--- config.mk ---
export PLATFORM = sky130hd
export DESIGN_NAME = ring_phase_monitor_flat
export DESIGN_NICKNAME = d
export VERILOG_FILES = /design/src/rtl/ring_phase_monitor_if.sv /design/src/rtl/ring_phase_monitor.sv /design/src/flat_wrapper.sv
export SDC_FILE = /design/constraint.sdc
export NUM_CORES = 1
export LEC_CHECK = 0
export BUFFER_PORTS_ARGS = -buffer_cell sky130_fd_sc_hd__buf_2
export CORE_MARGIN = 2
export CORE_UTILIZATION = 55
export DETAILED_ROUTE_END_ITERATION = 6
export PLACE_DENSITY = 0.81
export RECOVER_POWER = 50
export SYNTH_ARGS = -nofsm -noshare
export SYNTH_HDL_FRONTEND = slang
export SYNTH_SLANG_ARGS = --single-unit
--- constraint.sdc ---
create_clock -name clk -period 6.35 [get_ports clk]
set_input_delay 0.3175 -clock clk [delete_from_list [all_inputs] [get_ports clk]]
set_output_delay 0.3175 -clock clk [all_outputs]
set_load 0.05 [all_outputs]
--- src/rtl/ring_phase_monitor_if.sv ---
// Interface for ring_phase_monitor: the sampled ring bus, the error clear
// and every registered status output.
// master: the side that drives ring_in/clr_err and observes the status.
// slave:  the monitor itself.
interface ring_phase_monitor_if #(
    parameter int unsigned WIDTH = 4,
    parameter int unsigned REV_W = 8
);
    localparam int unsigned PW = $clog2(WIDTH);

    logic [WIDTH-1:0] ring_in;
    logic             clr_err;
    logic [PW-1:0]    phase;
    logic             phase_valid;
    logic             locked;
    logic             rev_tick;
    logic [REV_W-1:0] rev_count;
    logic             err_pulse;
    logic             err_sticky;
    logic [7:0]       err_count;

    modport master (
        output ring_in, clr_err,
        input  phase, phase_valid, locked, rev_tick, rev_count,
               err_pulse, err_sticky, err_count
    );

    modport slave (
        input  ring_in, clr_err,
        output phase, phase_valid, locked, rev_tick, rev_count,
               err_pulse, err_sticky, err_count
    );
endinterface

--- src/rtl/ring_phase_monitor.sv ---
// ring_phase_monitor: checks a one-hot ring counter bus for legality and
// rotation direction, encodes the phase index, locks after LOCK_CNT good
// steps, counts locked revolutions and flags faults while locked.
// Optional macro RING_PHASE_ERR_CNT_EN: enables the 8-bit saturating
// err_count; without it err_count is tied to zero.
module ring_phase_monitor #(
    parameter int unsigned WIDTH      = 4,
    parameter int unsigned LOCK_CNT   = 2,
    parameter int unsigned SHIFT_LEFT = 1,
    parameter int unsigned REV_W      = 8
) (
    input  logic                 clk,
    input  logic                 rst,
    ring_phase_monitor_if.slave  bus
);
    localparam int unsigned PW = $clog2(WIDTH);

    typedef enum logic [1:0] {
        ST_IDLE   = 2'd0,
        ST_SYNC   = 2'd1,
        ST_LOCKED = 2'd2,
        ST_FAULT  = 2'd3
    } state_t;

    state_t           r_state;
    state_t           w_state_nxt;
    logic [WIDTH-1:0] r_prev;
    logic [3:0]       r_good_cnt;
    logic [3:0]       w_good_cnt_nxt;

    logic [PW-1:0]    r_phase;
    logic             r_phase_valid;
    logic             r_locked;
    logic             r_rev_tick;
    logic [REV_W-1:0] r_rev_count;
    logic             r_err_pulse;
    logic             r_err_sticky;

    logic [WIDTH-1:0] w_rot;
    logic             w_legal;
    logic             w_step_ok;
    logic             w_wrap_bit;
    logic             w_fault;
    logic             w_tick;
    logic [PW-1:0]    w_enc;
    logic [PW-1:0]    w_phase_nxt;
    logic [REV_W-1:0] w_rev_nxt;
    logic             w_sticky_nxt;

    // Expected successor of the previous sample and per-sample qualifiers
    always_comb begin
        if (SHIFT_LEFT != 0) begin
            w_rot      = {r_prev[WIDTH-2:0], r_prev[WIDTH-1]};
            w_wrap_bit = bus.ring_in[0];
        end else begin
            w_rot      = {r_prev[0], r_prev[WIDTH-1:1]};
            w_wrap_bit = bus.ring_in[WIDTH-1];
        end
        w_legal   = $onehot(bus.ring_in);
        w_step_ok = w_legal && (bus.ring_in == w_rot);
        w_fault   = (r_state == ST_LOCKED) && !w_step_ok;
        w_tick    = (r_state == ST_LOCKED) && w_step_ok && w_wrap_bit;
    end

    // One-hot to binary index of the set bit
    always_comb begin
        w_enc = '0;
        for (int unsigned i = 0; i < WIDTH; i++) begin
            if (bus.ring_in[i]) w_enc = PW'(i);
        end
    end

    // State register plus all registered outputs
    always_ff @(posedge clk) begin
        if (!rst) begin
            r_state       <= ST_IDLE;
            r_prev        <= '0;
            r_good_cnt    <= '0;
            r_phase       <= '0;
            r_phase_valid <= 1'b0;
            r_locked      <= 1'b0;
            r_rev_tick    <= 1'b0;
            r_rev_count   <= '0;
            r_err_pulse   <= 1'b0;
            r_err_sticky  <= 1'b0;
        end else begin
            r_state       <= w_state_nxt;
            r_prev        <= bus.ring_in;
            r_good_cnt    <= w_good_cnt_nxt;
            r_phase       <= w_phase_nxt;
            r_phase_valid <= w_legal;
            r_locked      <= (w_state_nxt == ST_LOCKED);
            r_rev_tick    <= w_tick;
            r_rev_count   <= w_rev_nxt;
            r_err_pulse   <= w_fault;
            r_err_sticky  <= w_sticky_nxt;
        end
    end

    // Next-state and good-step counter
    always_comb begin
        w_state_nxt    = r_state;
        w_good_cnt_nxt = r_good_cnt;
        case (r_state)
            ST_IDLE, ST_FAULT: begin
                if (w_legal) begin
                    w_state_nxt    = ST_SYNC;
                    w_good_cnt_nxt = '0;
                end
            end
            ST_SYNC: begin
                if (!w_legal) begin
                    w_state_nxt = ST_IDLE;
                end else if (w_step_ok) begin
                    w_good_cnt_nxt = r_good_cnt + 4'd1;
                    if (r_good_cnt + 4'd1 == 4'(LOCK_CNT)) w_state_nxt = ST_LOCKED;
                end else begin
                    w_good_cnt_nxt = '0;
                end
            end
            ST_LOCKED: begin
                if (!w_step_ok) w_state_nxt = ST_FAULT;
            end
            default: w_state_nxt = ST_IDLE;
        endcase
    end

    // Next values of the registered outputs
    always_comb begin
        w_phase_nxt  = w_legal ? w_enc : r_phase;
        w_rev_nxt    = w_tick ? (r_rev_count + REV_W'(1)) : r_rev_count;
        w_sticky_nxt = r_err_sticky;
        if (w_fault)          w_sticky_nxt = 1'b1;
        else if (bus.clr_err) w_sticky_nxt = 1'b0;
    end

`ifdef RING_PHASE_ERR_CNT_EN
    logic [7:0] r_err_count;

    // Saturating fault counter; a fault in a clear cycle leaves it at 1
    always_ff @(posedge clk) begin
        if (!rst) begin
            r_err_count <= '0;
        end else if (w_fault) begin
            if (bus.clr_err)            r_err_count <= 8'd1;
            else if (r_err_count != '1) r_err_count <= r_err_count + 8'd1;
        end else if (bus.clr_err) begin
            r_err_count <= '0;
        end
    end

    assign bus.err_count = r_err_count;
`else
    assign bus.err_count = '0;
`endif

    assign bus.phase       = r_phase;
    assign bus.phase_valid = r_phase_valid;
    assign bus.locked      = r_locked;
    assign bus.rev_tick    = r_rev_tick;
    assign bus.rev_count   = r_rev_count;
    assign bus.err_pulse   = r_err_pulse;
    assign bus.err_sticky  = r_err_sticky;
endmodule

--- src/flat_wrapper.sv ---
// flat-port wrapper written by rule: the top's interface ports become plain ports
module ring_phase_monitor_flat 
#(
    parameter int unsigned WIDTH      = 4,
    parameter int unsigned LOCK_CNT   = 2,
    parameter int unsigned SHIFT_LEFT = 1,
    parameter int unsigned REV_W      = 8
)
  (clk, rst, bus_ring_in, bus_clr_err, bus_phase, bus_phase_valid, bus_locked, bus_rev_tick, bus_rev_count, bus_err_pulse, bus_err_sticky, bus_err_count);
  ring_phase_monitor_if #(.WIDTH(WIDTH), .REV_W(REV_W)) bus_i ();
  input  logic clk;
  input  logic rst;
  input wire logic [$bits(bus_i.ring_in)-1:0] bus_ring_in;
  input wire logic [$bits(bus_i.clr_err)-1:0] bus_clr_err;
  output wire logic [$bits(bus_i.phase)-1:0] bus_phase;
  output wire logic [$bits(bus_i.phase_valid)-1:0] bus_phase_valid;
  output wire logic [$bits(bus_i.locked)-1:0] bus_locked;
  output wire logic [$bits(bus_i.rev_tick)-1:0] bus_rev_tick;
  output wire logic [$bits(bus_i.rev_count)-1:0] bus_rev_count;
  output wire logic [$bits(bus_i.err_pulse)-1:0] bus_err_pulse;
  output wire logic [$bits(bus_i.err_sticky)-1:0] bus_err_sticky;
  output wire logic [$bits(bus_i.err_count)-1:0] bus_err_count;
  assign bus_i.ring_in = bus_ring_in;
  assign bus_i.clr_err = bus_clr_err;
  assign bus_phase = bus_i.phase;
  assign bus_phase_valid = bus_i.phase_valid;
  assign bus_locked = bus_i.locked;
  assign bus_rev_tick = bus_i.rev_tick;
  assign bus_rev_count = bus_i.rev_count;
  assign bus_err_pulse = bus_i.err_pulse;
  assign bus_err_sticky = bus_i.err_sticky;
  assign bus_err_count = bus_i.err_count;
  ring_phase_monitor #(.WIDTH(WIDTH), .LOCK_CNT(LOCK_CNT), .SHIFT_LEFT(SHIFT_LEFT), .REV_W(REV_W)) u_core (.clk(clk), .rst(rst), .bus(bus_i));
endmodule
=== Yosys cells after proc, flatten, opt, wreduce, memory -nomap -nowiden ===
Cells that the tools add are included.

* Add/subtract/negate cells: 5
* Equality and inequality tests: 9
* Muxes and demuxes: 15
* Reductions and logical operators: 10

{| class="wikitable"
|+ Operators with widths
! cell !! number
|-
| two-way mux 2 bit || 7
|-
| two-way mux 4 bit || 3
|-
| adder 8 x 1 -> 8 bit (second input constant) || 1
|-
| case mux 4 bit (2 select lines) || 1
|-
| == test 2 bit (second input constant) || 3
|-
| case mux 2 bit (3 select lines) || 1
|-
| adder 1 x 1 -> 2 bit || 2
|-
| adder 4 x 1 -> 4 bit (second input constant) || 1
|-
| == test 4 x 2 -> 1 bit (second input constant) || 1
|-
| == test 4 bit || 1
|-
| logical AND 1 bit || 4
|-
| != test 2 x 1 -> 1 bit (second input constant) || 2
|-
| nonzero test 2 bit || 2
|-
| adder 3 bit || 1
|-
| == test 3 x 1 -> 1 bit (second input constant) || 1
|-
| two-way mux 1 bit || 3
|-
| AND reduction 3 bit || 1
|-
| == test 2 x 1 -> 1 bit (second input constant) || 1
|-
| logical NOT 2 bit || 1
|-
| OR reduction 2 bit || 1
|-
| logical NOT 1 bit || 1
|}

* Bits in registers: 25
* Input port bits: 7
* Word-level logic and storage cells: 49

=== Longest topological paths before layout ===
Gate-level depths: netlist of the first run.

* Depth in word-level cells: 8
* Gate-level depth with buffers: 9

=== Least setup slack after synthesis of the first run ===
OpenSTA, ideal clock, no wires.

* Path kind: input -> register
* Start point: input bus_ring_in[2]
* End point: register u_core.r_rev_count[4] (netlist: u_core.bus.rev_count[4])
* Arrival time: 2446 ps
* Slack: 3834 ps
* Stages on the path: 8
* Cells stage by stage: inv_1 -> ha_1 -> ha_1 -> fa_1 -> or3b_1 -> buf_2 -> or4_1 -> a21oi_1

* Longest elaborated chain between the ends: 6
* Elaborated cells between the ends (all ways): 7
* Classes of those cells: 2 x add/sub; 2 x eq/ne; 3 x reduce/logical

{| class="wikitable"
|+ RTL lines
! element !! line !! source
|-
| start, declared || flat_wrapper.sv:13 || <nowiki>input wire logic [$bits(bus_i.ring_in)-1:0] bus_ring_in;</nowiki>
|-
| adder 1 x 1 -> 2 bit (implied by the code) || ring_phase_monitor.sv:59 || <nowiki>w_legal = $onehot(bus.ring_in);</nowiki>
|-
| adder 3 bit (implied by the code) || ring_phase_monitor.sv:59 ||
|-
| == test 3 x 1 -> 1 bit || ring_phase_monitor.sv:59 ||
|-
| logical AND 1 bit * || ring_phase_monitor.sv:60 || <nowiki>w_step_ok = w_legal && (bus.ring_in == w_rot);</nowiki>
|-
| logical AND 1 bit * (2 in a row) || ring_phase_monitor.sv:62 || <nowiki>w_tick = (r_state == ST_LOCKED) && w_step_ok && w_wrap_bit;</nowiki>
|-
| end signal, assigned || ring_phase_monitor.sv:94 || <nowiki>r_rev_count <= w_rev_nxt;</nowiki>
|-
| end, declared || ring_phase_monitor.sv:35 || <nowiki>logic [REV_W-1:0] r_rev_count;</nowiki>
|}

Mark *: on every way between the ends. The rest lies on a longest branch, timed or not.
A chain may end at the register's enable or synchronous reset.

=== Worst setup path after layout of the first run ===
* Start point: input bus_ring_in[3]
* End point: register u_core.r_rev_count[4] (netlist: u_core.bus.rev_count[4])

The elaborated chain is that of the path after synthesis.

==> flow_summary.json, run 1 <==
{
  "status": "finished clean",
  "tritoncts": "yes",
  "fmax_mhz": 367,
  "cts_buffer_depth": 2,
  "pwr_density_cell_nw_per_um2": 218,
  "fin_crit_sh_pct": 42.9,
  "r2r_cells": 5,
  "via_count": 1183,
  "ys_types": 45,
  "yosysTopAreaCell": "dfxtp_1",
  "ys_seq_area_share_pct": 35.5,
  "clkSinkCount": 25,
  "setup_violations": 0,
  "start_util_pct": 57.5,
  "rrSetupSlack_ns": 4.49,
  "syn_area_um2": 1410,
  "synth_edf_count": 0,
  "worstSetupPathType": "in2reg",
  "postRouteAntennaNets": 0,
  "htree_levels": 1,
  "root_buffer": "clkbuf_4",
  "worstMarginPinSlew_ns": 0.614,
  "rsz0062_at_grt": "false",
  "cp-end-kind": "register",
  "synth_area_leaders": "dfxtp_1 (35%), ha_1 (8.0%), buf_4 (4.3%)",
  "drt-initial-drc-count": 38,
  "syn2layout_area_growth_pct": 4.52,
  "ys_warn_count": 0,
  "crit_family": "simple AND/OR/NAND/NOR gates",
  "place_area_um2": 1470,
  "synth.top_cell.area_share_pct": 35.5,
  "min-delay-start": "bus_clr_err",
  "slew_headroom_pct": 59.3,
  "max-vdd-ir-drop_mv": 0.130,
  "worstHoldPathCells": 3,
  "final_layout_size_suffix_gt1_share_pct": 8.00,
  "antennaDiodeCount": 0,
  "dp_hpwl_um": 2060,
  "layout.cells.non_filler": 205,
  "grt_pass1_vias": 1037,
  "clock_skew_ns": 0.00198,
  "setup_ws_ns": 3.63,
  "synth.avg_cell_area_um2": 8.99,
  "post-route-min-period_ns": 2.72,
  "preCtsSetupSlack_ns": 3.42,
  "row_count": 18,
  "cts_resized": 0,
  "grt_start_max_net_pins": 20,
  "port_buffers": 21,
  "nets": 193,
  "max_stage_delay_ns": 0.63,
  "via_per_inst": 5.77,
  "r2r-start": "u_core.r_state[1]",
  "postCtsHoldBufs": 0,
  "synth_cells": 157,
  "yosys_register_bits": 25,
  "slew_viol_final": 0,
  "die_w_um": 54.7,
  "wl_per_cell_um": 14.0,
  "totalNegativeSetupSlack_ns": 0,
  "dp_cells": 201,
  "cpMaxStageDelayCell": "or3b_1",
  "grt_usage_pct": 20.5,
  "grt_antenna_before_repair": 0,
  "clock_latency_ns": 0.31,
  "crit_buf_inv": 2,
  "hold_path_end": "u_core.bus.err_sticky",
  "clkSlewWorstSetupHoldPaths_ns": 0.13,
  "crit_path_frequent_cell": "ha_1",
  "dieArea_um2": 2990,
  "leakagePower_nw": 0.519,
  "hold_path_class": "in2reg",
  "gp_congestion": 0.772,
  "synth-main-ff-cell": "dfxtp_1",
  "boundaryPins": 30,
  "die_y_um": 54.7,
  "startpoint_type": "input pin",
  "wl_um": 2860,
  "grt_pass1_wl_um": 4430,
  "dr.pass1.iters": 4,
  "async_flop_share_pct": 0,
  "final_hold_viol_count": 0,
  "cts_buffers": 3,
  "worstPathArrival_ns": 2.97,
  "fillers": 235,
  "path_max_fanout": 17,
  "drc_errors": 0,
  "crit_chain": "clkbuf_1, inv_1, ha_1, ha_1, fa_1, or3b_1, or4_1, a21oi_1",
  "drv_cap": 0,
  "cp-startpoint": "bus_ring_in[3]",
  "cp.required_ns": 6.60,
  "r2r_end": "u_core.bus.rev_count[5]",
  "post-cts-setup-buffers": 0,
  "finalInstanceArea_um2": 1480,
  "core_area_um2": 2450,
  "grt-ovfl-total": 0
}
==> cells in the mapped netlist (2+ instances only) <==
cell type  number
xnor2_1         4
or3_1           3
nand3_1         6
nand4_1         3
and4_1          2
ha_1            9
nor2_1          7
o31ai_1         3
buf_4           8
buf_2           2
a21oi_1        11
o21ai_0         5
a31oi_1         3
inv_1           8
nand2b_1        6
nand2_1        12
nor3_1          3
and2_1          2
a211oi_1        3
buf_6           2
mux2i_1         3
nor4_1          2
dfxtp_1        25
or4_1           4
==> worst min-delay path, cell delays in order <==
cell	delay, ns
buf_2	0.07
nand2b_1	0.09
a21oi_1	0.06
==> metrics by stage <==
stage / hold slack, ns / power [mW] / util (%)
global placement: 0.457 / 0.250 / 59.9
global route: 0.248 / 0.340 / 60.1
detailed placement: 0.475 / 0.253 / 59.9
finish: 0.253 / 0.322 / 60.1
CTS: 0.257 / 0.322 / 61.0
floorplan: 0.439 / 0.245 / -
==> where the power goes <==
group          internal, mW  total (mW)  switching (mW)  leakage (nW)
logic                0.0228      0.0833          0.0605         0.301
registers             0.163       0.168         0.00447         0.203
clock network        0.0246      0.0712          0.0466        0.0150
==> how the worst max path moves through the flow <==
stage,end,slack (ns),cells past startpoint
after floorplan,u_core.bus.rev_count[4],3.83,8
after global placement,u_core.bus.rev_count[7],3.54,8
after detailed placement,u_core.bus.rev_count[4],3.42,8
after CTS,u_core.bus.rev_count[4],3.74,8
after global routing,u_core.bus.rev_count[4],3.57,8
final,u_core.bus.rev_count[4],3.63,8
==> metal layers <==
metal	wire [µm]	track usage (%)	vias up
li1	-	-	589
met5	0	0	-
met2	1370	35.3	32
met4	34	9.17	0
met1	1340	25.0	556
met3	119	2.73	6
==> logic make-up after synthesis <==
family	synth area share, %
and+or+nand+nor	24.6
xor gates and xnor gates	2.48
muxes	2.13
DFF	35.5
adders and majority gates	9.40
AOI/OAI and AO/OA	15.8
buffers and inverters	9.93
other	0.266
==> cell type report <==
cell class                 count  area (µm²)  share of cell area (%)
inverter                       8        30.0                    2.04
clock buffer                   4        26.3                    1.78
tap                           30        37.5                    2.54
sequential                    25         500                    33.9
timing repair buffer          21        83.8                    5.68
multi-input combinational    117         797                    54.0
==> sequential cells by signal, indices dropped and copies added (netlist names), 2 cells and up <==
name,count
u_core.bus.rev_count,8
u_core.r_good_cnt,4
u_core.r_prev,4
u_core.bus.phase,2
u_core.r_state,2
==> cells in the final DEF, fill, tap and decap left out, types with 2 or more instances in the layout <==
master and n:
a211oi_1 3, a21oi_1 11, a31oi_1 3, and4_1 2
buf_2 4, clkbuf_1 18, clkbuf_4 3, conb_1 8
dfxtp_1 25, ha_1 9, inv_1 8, mux2i_1 3
nand2_1 12, nand2b_1 6, nand3_1 6, nand4_1 3
nor2_1 7, nor3_1 3, nor4_1 2, o21ai_0 5
o31ai_1 3, or3_1 3, or4_1 4, xnor2_1 4
Note: power is estimated with default switching activity, not from simulation.
==> inputs of run 2 (changes only) <==
Settings changed: CORE_UTILIZATION 55 to 53, PLACE_DENSITY 0.81 to 0.79.
Clock period 6.35 ns to 2.75 ns, I/O delays scaled along.
==> run 2 against run 1 <==
  * Design area grew 1.3%
  * Worst hold slack lost 0.21 ns
  * Combinational power grew 140%
  * Non-clock buffer count grew 3
  * Final cell count grew 1.5%
  * Power grew 140%
  * Critical path type unchanged
==> flow_summary.json, run 2 (synthesized netlist as in run 1, its figures left out) <==
{
  "status": "finished clean",
  "drc_errors": 0,
  "pwr_density_cell_nw_per_um2": 515,
  "drt-initial-drc-count": 35,
  "final_cell_mix": "dfxtp_1 (25), clkbuf_1 (17), nand2_1 (12), a21oi_1 (11), ha_1 (9)",
  "tritoncts": "yes",
  "antennaDiodeCount": 0,
  "cts_buffers": 3,
  "htree_levels": 1,
  "grt_pass1_wl_um": 5000,
  "max-vdd-ir-drop_mv": 0.324,
  "rsz0062_at_grt": "false",
  "via_per_inst": 5.83,
  "preCtsSetupSlack_ns": -0.00976,
  "path_max_fanout": 15,
  "dp_hpwl_um": 2220,
  "worstSetupPathType": "in2reg",
  "setup_violations": 0,
  "root_buffer": "clkbuf_4",
  "start_util_pct": 56.5,
  "worstMarginPinSlew_ns": 0.601,
  "final_layout_size_suffix_gt1_share_pct": 9.55,
  "grt_start_max_net_pins": 20,
  "cp.required_ns": 3.03,
  "clkSinkCount": 25,
  "cts_resized": 0,
  "cp-end-kind": "register",
  "post-route-min-period_ns": 2.41,
  "die_y_um": 55.6,
  "setup_ws_ns": 0.343,
  "regArea_um2": 500,
  "grt-ovfl-total": 0,
  "total_power_mw": 0.769,
  "wl_per_cell_um": 14.4,
  "syn2layout_area_growth_pct": 5.85,
  "wl_um": 3000,
  "gp_congestion": 0.780,
  "fmax_mhz": 416,
  "post-cts-setup-buffers": 0,
  "drv_cap": 0,
  "p_int_mw": 0.492,
  "via_count": 1213,
  "postCtsHoldBufs": 0,
  "layout_commonest_cell": "dfxtp_1",
  "clkSlewWorstSetupHoldPaths_ns": 0.16,
  "largest_reg_flops": 8,
  "worstPathArrival_ns": 2.69,
  "leakagePower_nw": 0.530,
  "grt_antenna_before_repair": 0,
  "power_frac_comb_pct": 26.2,
  "row_count": 18,
  "fin_crit_sh_pct": 87.5,
  "clock_latency_ns": 0.34,
  "dieArea_um2": 3090,
  "slew_headroom_pct": 60.1,
  "clock_skew_ns": 0.0141,
  "p_seq_share_pct": 50.4,
  "postRouteAntennaNets": 0,
  "multi_input_area_um2": 792,
  "final_hold_viol_count": 0,
  "startpoint_type": "input pin",
  "hold_path_class": "in2reg",
  "grt_usage_pct": 19.8,
  "cts_buffer_depth": 2,
  "slew_viol_final": 0,
  "nets": 196,
  "core_area_um2": 2500,
  "grt_pass1_vias": 1132,
  "p_sw_mw": 0.277,
  "swShare_pct": 36.0,
  "port_buffers": 21,
  "dr.pass1.iters": 4,
  "pwr-share-clk_pct": 23.4,
  "boundaryPins": 30,
  "die_w_um": 55.6,
  "fillers": 254
}
==> run 2: critical path: stages <==
cell	delay [ns]
buf_2	0.11
inv_1	0.07
ha_1	0.31
ha_1	0.22
fa_1	0.47
or3b_1	0.62
or4_1	0.59
a21oi_1	0.16
==> run 2: path summary, 6_finish.rpt <==
check                                      startpoint                      end  slack (ns)  cells past startpoint
worst max-delay path                   bus_ring_in[2]  u_core.bus.rev_count[7]        0.34                      8
worst min-delay path                      bus_clr_err    u_core.bus.err_sticky        0.04                      3
worst max register to register      u_core.r_state[0]  u_core.bus.rev_count[7]        0.91                      6
worst min register to register  u_core.bus.err_sticky    u_core.bus.err_sticky        0.49                      2
==> run 2: stage by stage <==
step	cells	area, µm²	util, %	hold slack (ns)	setup TNS [ns]
global route	208	1490	59.8	0.0453	0
finish	208	1490	59.8	0.0443	0
CTS	208	1520	60.9	0.0467	0
global placement	204	1490	59.7	0.407	0
detailed placement	204	1490	59.7	0.424	-0.00976
floorplan	164	1440	-	0.259	0
==> run 2: layout make-up <==
| class | count | area share, % |
|---|---|---|
| clock buffer | 3 | 1.51 |
| clock inverter | 1 | 0.503 |
| inverter | 8 | 2.01 |
| multi-input combinational | 117 | 53.0 |
| sequential | 25 | 33.5 |
| tap | 30 | 2.51 |
| timing repair buffer | 24 | 6.95 |
==> run 2: per-layer routing <==
layer / GRT usage [%] / vias up / wire (µm)
li1: - / 596 / -
met4: 9.06 / 0 / 50
met3: 2.56 / 10 / 116
met1: 23.9 / 571 / 1290
met2: 34.9 / 36 / 1540
met5: 0 / - / 0
==> run 2: power groups by stage <==
stage	clock network [mW]	logic (mW)	registers (mW)
2_1_floorplan	0	0.149	0.417
3_3_place_gp	0	0.194	0.393
3_5_place_dp	0	0.202	0.394
4_1_cts	0.181	0.203	0.387
5_1_grt	0.198	0.221	0.389
6_report	0.180	0.201	0.388
==> inputs of run 3 (changes only) <==
Settings changed: ABC_AREA set to 1.
==> run 3 against run 2 <==
  * Critical path type unchanged
  * Via count decreased by 4.7%
  * Synthesized area fell by 1.2%
  * Sequential power is 7.2% higher
  * Register-to-register slack better by 0.23 ns
  * Critical path depth increased by 4
  * Count of clock-buffer cells in the layout unchanged
  * Die area fell by 1.1%
  * Design area is 0.17% higher
  * Global-route usage is 2.3 points lower
  * Routed wire length down 13%
  * Clock skew down 0.0050 ns
==> flow_summary.json, run 3 <==
{
  "status": "finished clean",
  "rrSetupSlack_ns": 1.14,
  "r2r_cells": 8,
  "synth_commonest_cells": "nand2_1 (40), dfxtp_1 (25), inv_1 (24), a21oi_1 (13), nor2_1 (11)",
  "boundaryPins": 30,
  "port_buffers": 21,
  "async_flop_share_pct": 0,
  "grt_antenna_before_repair": 0,
  "wl_per_cell_um": 11.2,
  "slew_headroom_pct": 57.2,
  "pwr_density_cell_nw_per_um2": 542,
  "synth_compound_area_share_pct": 11.2,
  "finalInstanceArea_um2": 1500,
  "ys_seq_area_share_pct": 35.9,
  "fin_crit_sh_pct": 82.7,
  "drv_cap": 0,
  "worstMarginPinSlew_ns": 0.642,
  "crit_buf_inv": 2,
  "synth_cells": 180,
  "clkSlewWorstSetupHoldPaths_ns": 0.14,
  "max-vdd-ir-drop_mv": 0.399,
  "syn_area_um2": 1400,
  "ys_warn_count": 0,
  "final_layout_size_suffix_gt1_share_pct": 13.8,
  "htree_levels": 1,
  "core_area_um2": 2480,
  "cts_resized": 0,
  "grt_start_max_net_pins": 16,
  "path_max_fanout": 6,
  "yosys_register_bits": 25,
  "fmax_mhz": 440,
  "place_area_um2": 1500,
  "cts_buffer_depth": 2,
  "r2r_end": "u_core.r_state[0]",
  "final_hold_viol_count": 0,
  "final_cell_mix": "nand2_1 (40), dfxtp_1 (25), inv_1 (24), clkbuf_1 (16), a21oi_1 (13)",
  "rsz0062_at_grt": "false",
  "synth.top_cell.area_share_pct": 35.9,
  "crit_chain": "buf_2, inv_1, ha_1, ha_1, fa_1, nor2_1, nand4_2, nor2_4, nand2_2, a21oi_1, o21ai_1, and2_1",
  "synthMuxAreaShare_pct": 0,
  "synth_edf_count": 0,
  "hold_path_class": "in2reg",
  "cp.required_ns": 2.98,
  "clock_skew_ns": 0.00912,
  "grt_pass1_wl_um": 4380,
  "post-cts-setup-buffers": 0,
  "nets": 221,
  "grt_usage_pct": 17.5,
  "synth_fa_ha_area_share_pct": 9.51,
  "max_stage_delay_ns": 0.44,
  "crit_family": "simple AND/OR/NAND/NOR gates",
  "yosysTopAreaCell": "dfxtp_1",
  "clkSinkCount": 25,
  "leakagePower_nw": 0.681,
  "worstSetupPathType": "in2reg",
  "synth_top_family_by_area": "simple AND/OR/NAND/NOR gates",
  "postCtsHoldBufs": 0,
  "row_count": 18,
  "cp-endpoint": "u_core.r_state[0]",
  "cp-end-kind": "register",
  "r2r-start": "u_core.r_good_cnt[0]",
  "cp-startpoint": "bus_ring_in[2]",
  "tritoncts": "yes",
  "drc_errors": 0,
  "via_count": 1156,
  "min-delay-start": "bus_ring_in[1]",
  "synth.avg_cell_area_um2": 7.75,
  "cts_buffers": 3,
  "setup_violations": 0,
  "root_buffer": "clkbuf_4",
  "start_util_pct": 56.3,
  "die_y_um": 55.3,
  "dp_hpwl_um": 2100,
  "synth-main-ff-cell": "dfxtp_1",
  "clock_latency_ns": 0.31,
  "wl_um": 2610,
  "largest_reg_flops": 8,
  "syn2layout_area_growth_pct": 7.26,
  "antennaDiodeCount": 0,
  "post-route-min-period_ns": 2.27,
  "synth-simple-area-share_pct": 27.0,
  "synth.most_common_cell": "nand2_1",
  "grt-ovfl-total": 0,
  "postRouteAntennaNets": 0,
  "cpMaxStageDelayCell": "fa_1",
  "gp_congestion": 0.833,
  "synth_area_leaders": "dfxtp_1 (36%), nand2_1 (11%), ha_1 (8.1%)",
  "dieArea_um2": 3060,
  "critical_path_depth": 12,
  "grt_pass1_vias": 1063,
  "drt-initial-drc-count": 21,
  "dr.pass1.iters": 4,
  "synth_xor_area_share_pct": 3.14,
  "layout_commonest_cell": "nand2_1",
  "ys_types": 30,
  "via_per_inst": 4.96,
  "crit_path_frequent_cell": "ha_1",
  "slew_viol_final": 0,
  "startpoint_type": "input pin",
  "total_power_mw": 0.811,
  "worstPathArrival_ns": 2.50,
  "totalNegativeSetupSlack_ns": 0,
  "die_w_um": 55.3
}
[run 3: changes by cell type in the layout (fill, tap and decap cells not counted), moves of 4 or more]
| cell | before | now |
|---|---|---|
| nand2_1 | 12 | 40 |
| inv_1 | 8 | 24 |
| nand2b_1 | 6 | 0 |
| nor2_1 | 7 | 12 |
| o21ai_1 | 0 | 5 |
| or4_1 | 4 | 0 |
[run 3: cell type report]
| cell class | count | area [µm²] |
|---|---|---|
| clock buffers | 3 | 22.5 |
| clock inverters | 1 | 5.00 |
| fillers | 254 | 981 |
| flip-flops and latches | 25 | 500 |
| repair buffers | 21 | 85.1 |
| well taps | 30 | 37.5 |
| multi-input cells | 124 | 732 |
| inverters | 29 | 114 |
[run 3: kinds of logic (layout without fill, tap and decap cells)]
logic type / Yosys count / after routing
AO/OA/AOI/OAI: 26 / 26
buffers and inverters: 38 / 54
flip-flops: 25 / 25
AND/OR/NAND/NOR: 75 / 75
adder cells (fa/ha/maj): 10 / 10
XOR/XNOR: 5 / 5
other: 1 / 8
[run 3: worst min path at each step]
stage / endpoint / slack [ns] / depth (start not counted)
finish: u_core.r_prev[1] / 0.04 / 3
global route: u_core.r_prev[1] / 0.05 / 3
CTS: u_core.r_prev[1] / 0.04 / 3
detailed placement: u_core.r_prev[1] / 0.38 / 3
global placement: u_core.r_prev[2] / 0.37 / 3
floorplan: u_core.r_prev[0] / 0.23 / 2
[run 3: routing by layer]
metal | GRT usage (%) | part of all wire (%) | up-vias | routed length, µm
met5 | 0 | 0 | - | 0
met4 | 6.62 | 0.80 | 0 | 21
met3 | 2.11 | 2.5 | 2 | 64
met2 | 31.8 | 53 | 15 | 1390
met1 | 21.0 | 44 | 548 | 1140
li1 | - | - | 591 | -
[run 3: per-stage QoR]
step                hold WS, ns  std cells  setup WS [ns]  utilization [%]
floorplan                 0.231        187          0.589                -
CTS                      0.0369        233          0.620             61.5
detailed placement        0.382        229          0.269             60.4
global placement          0.375        229          0.388             60.4
global route             0.0458        233          0.264             60.4
finish                   0.0447        233          0.476             60.4
[run 3: worst reg2reg max path: stages (launching register included)]
cell     delay, ns
dfxtp_1       0.39
ha_1          0.23
xnor2_1       0.19
nand2_1       0.08
nor2_1        0.12
nand2_2       0.07
a21oi_1       0.18
o21ai_1       0.11
and2_1        0.15
[run 3: where the power goes]
group | total (mW) | internal (mW) | switching, mW
Clock | 0.162 | 0.0543 | 0.108
Sequential | 0.416 | 0.389 | 0.0263
Combinational | 0.233 | 0.0709 | 0.162
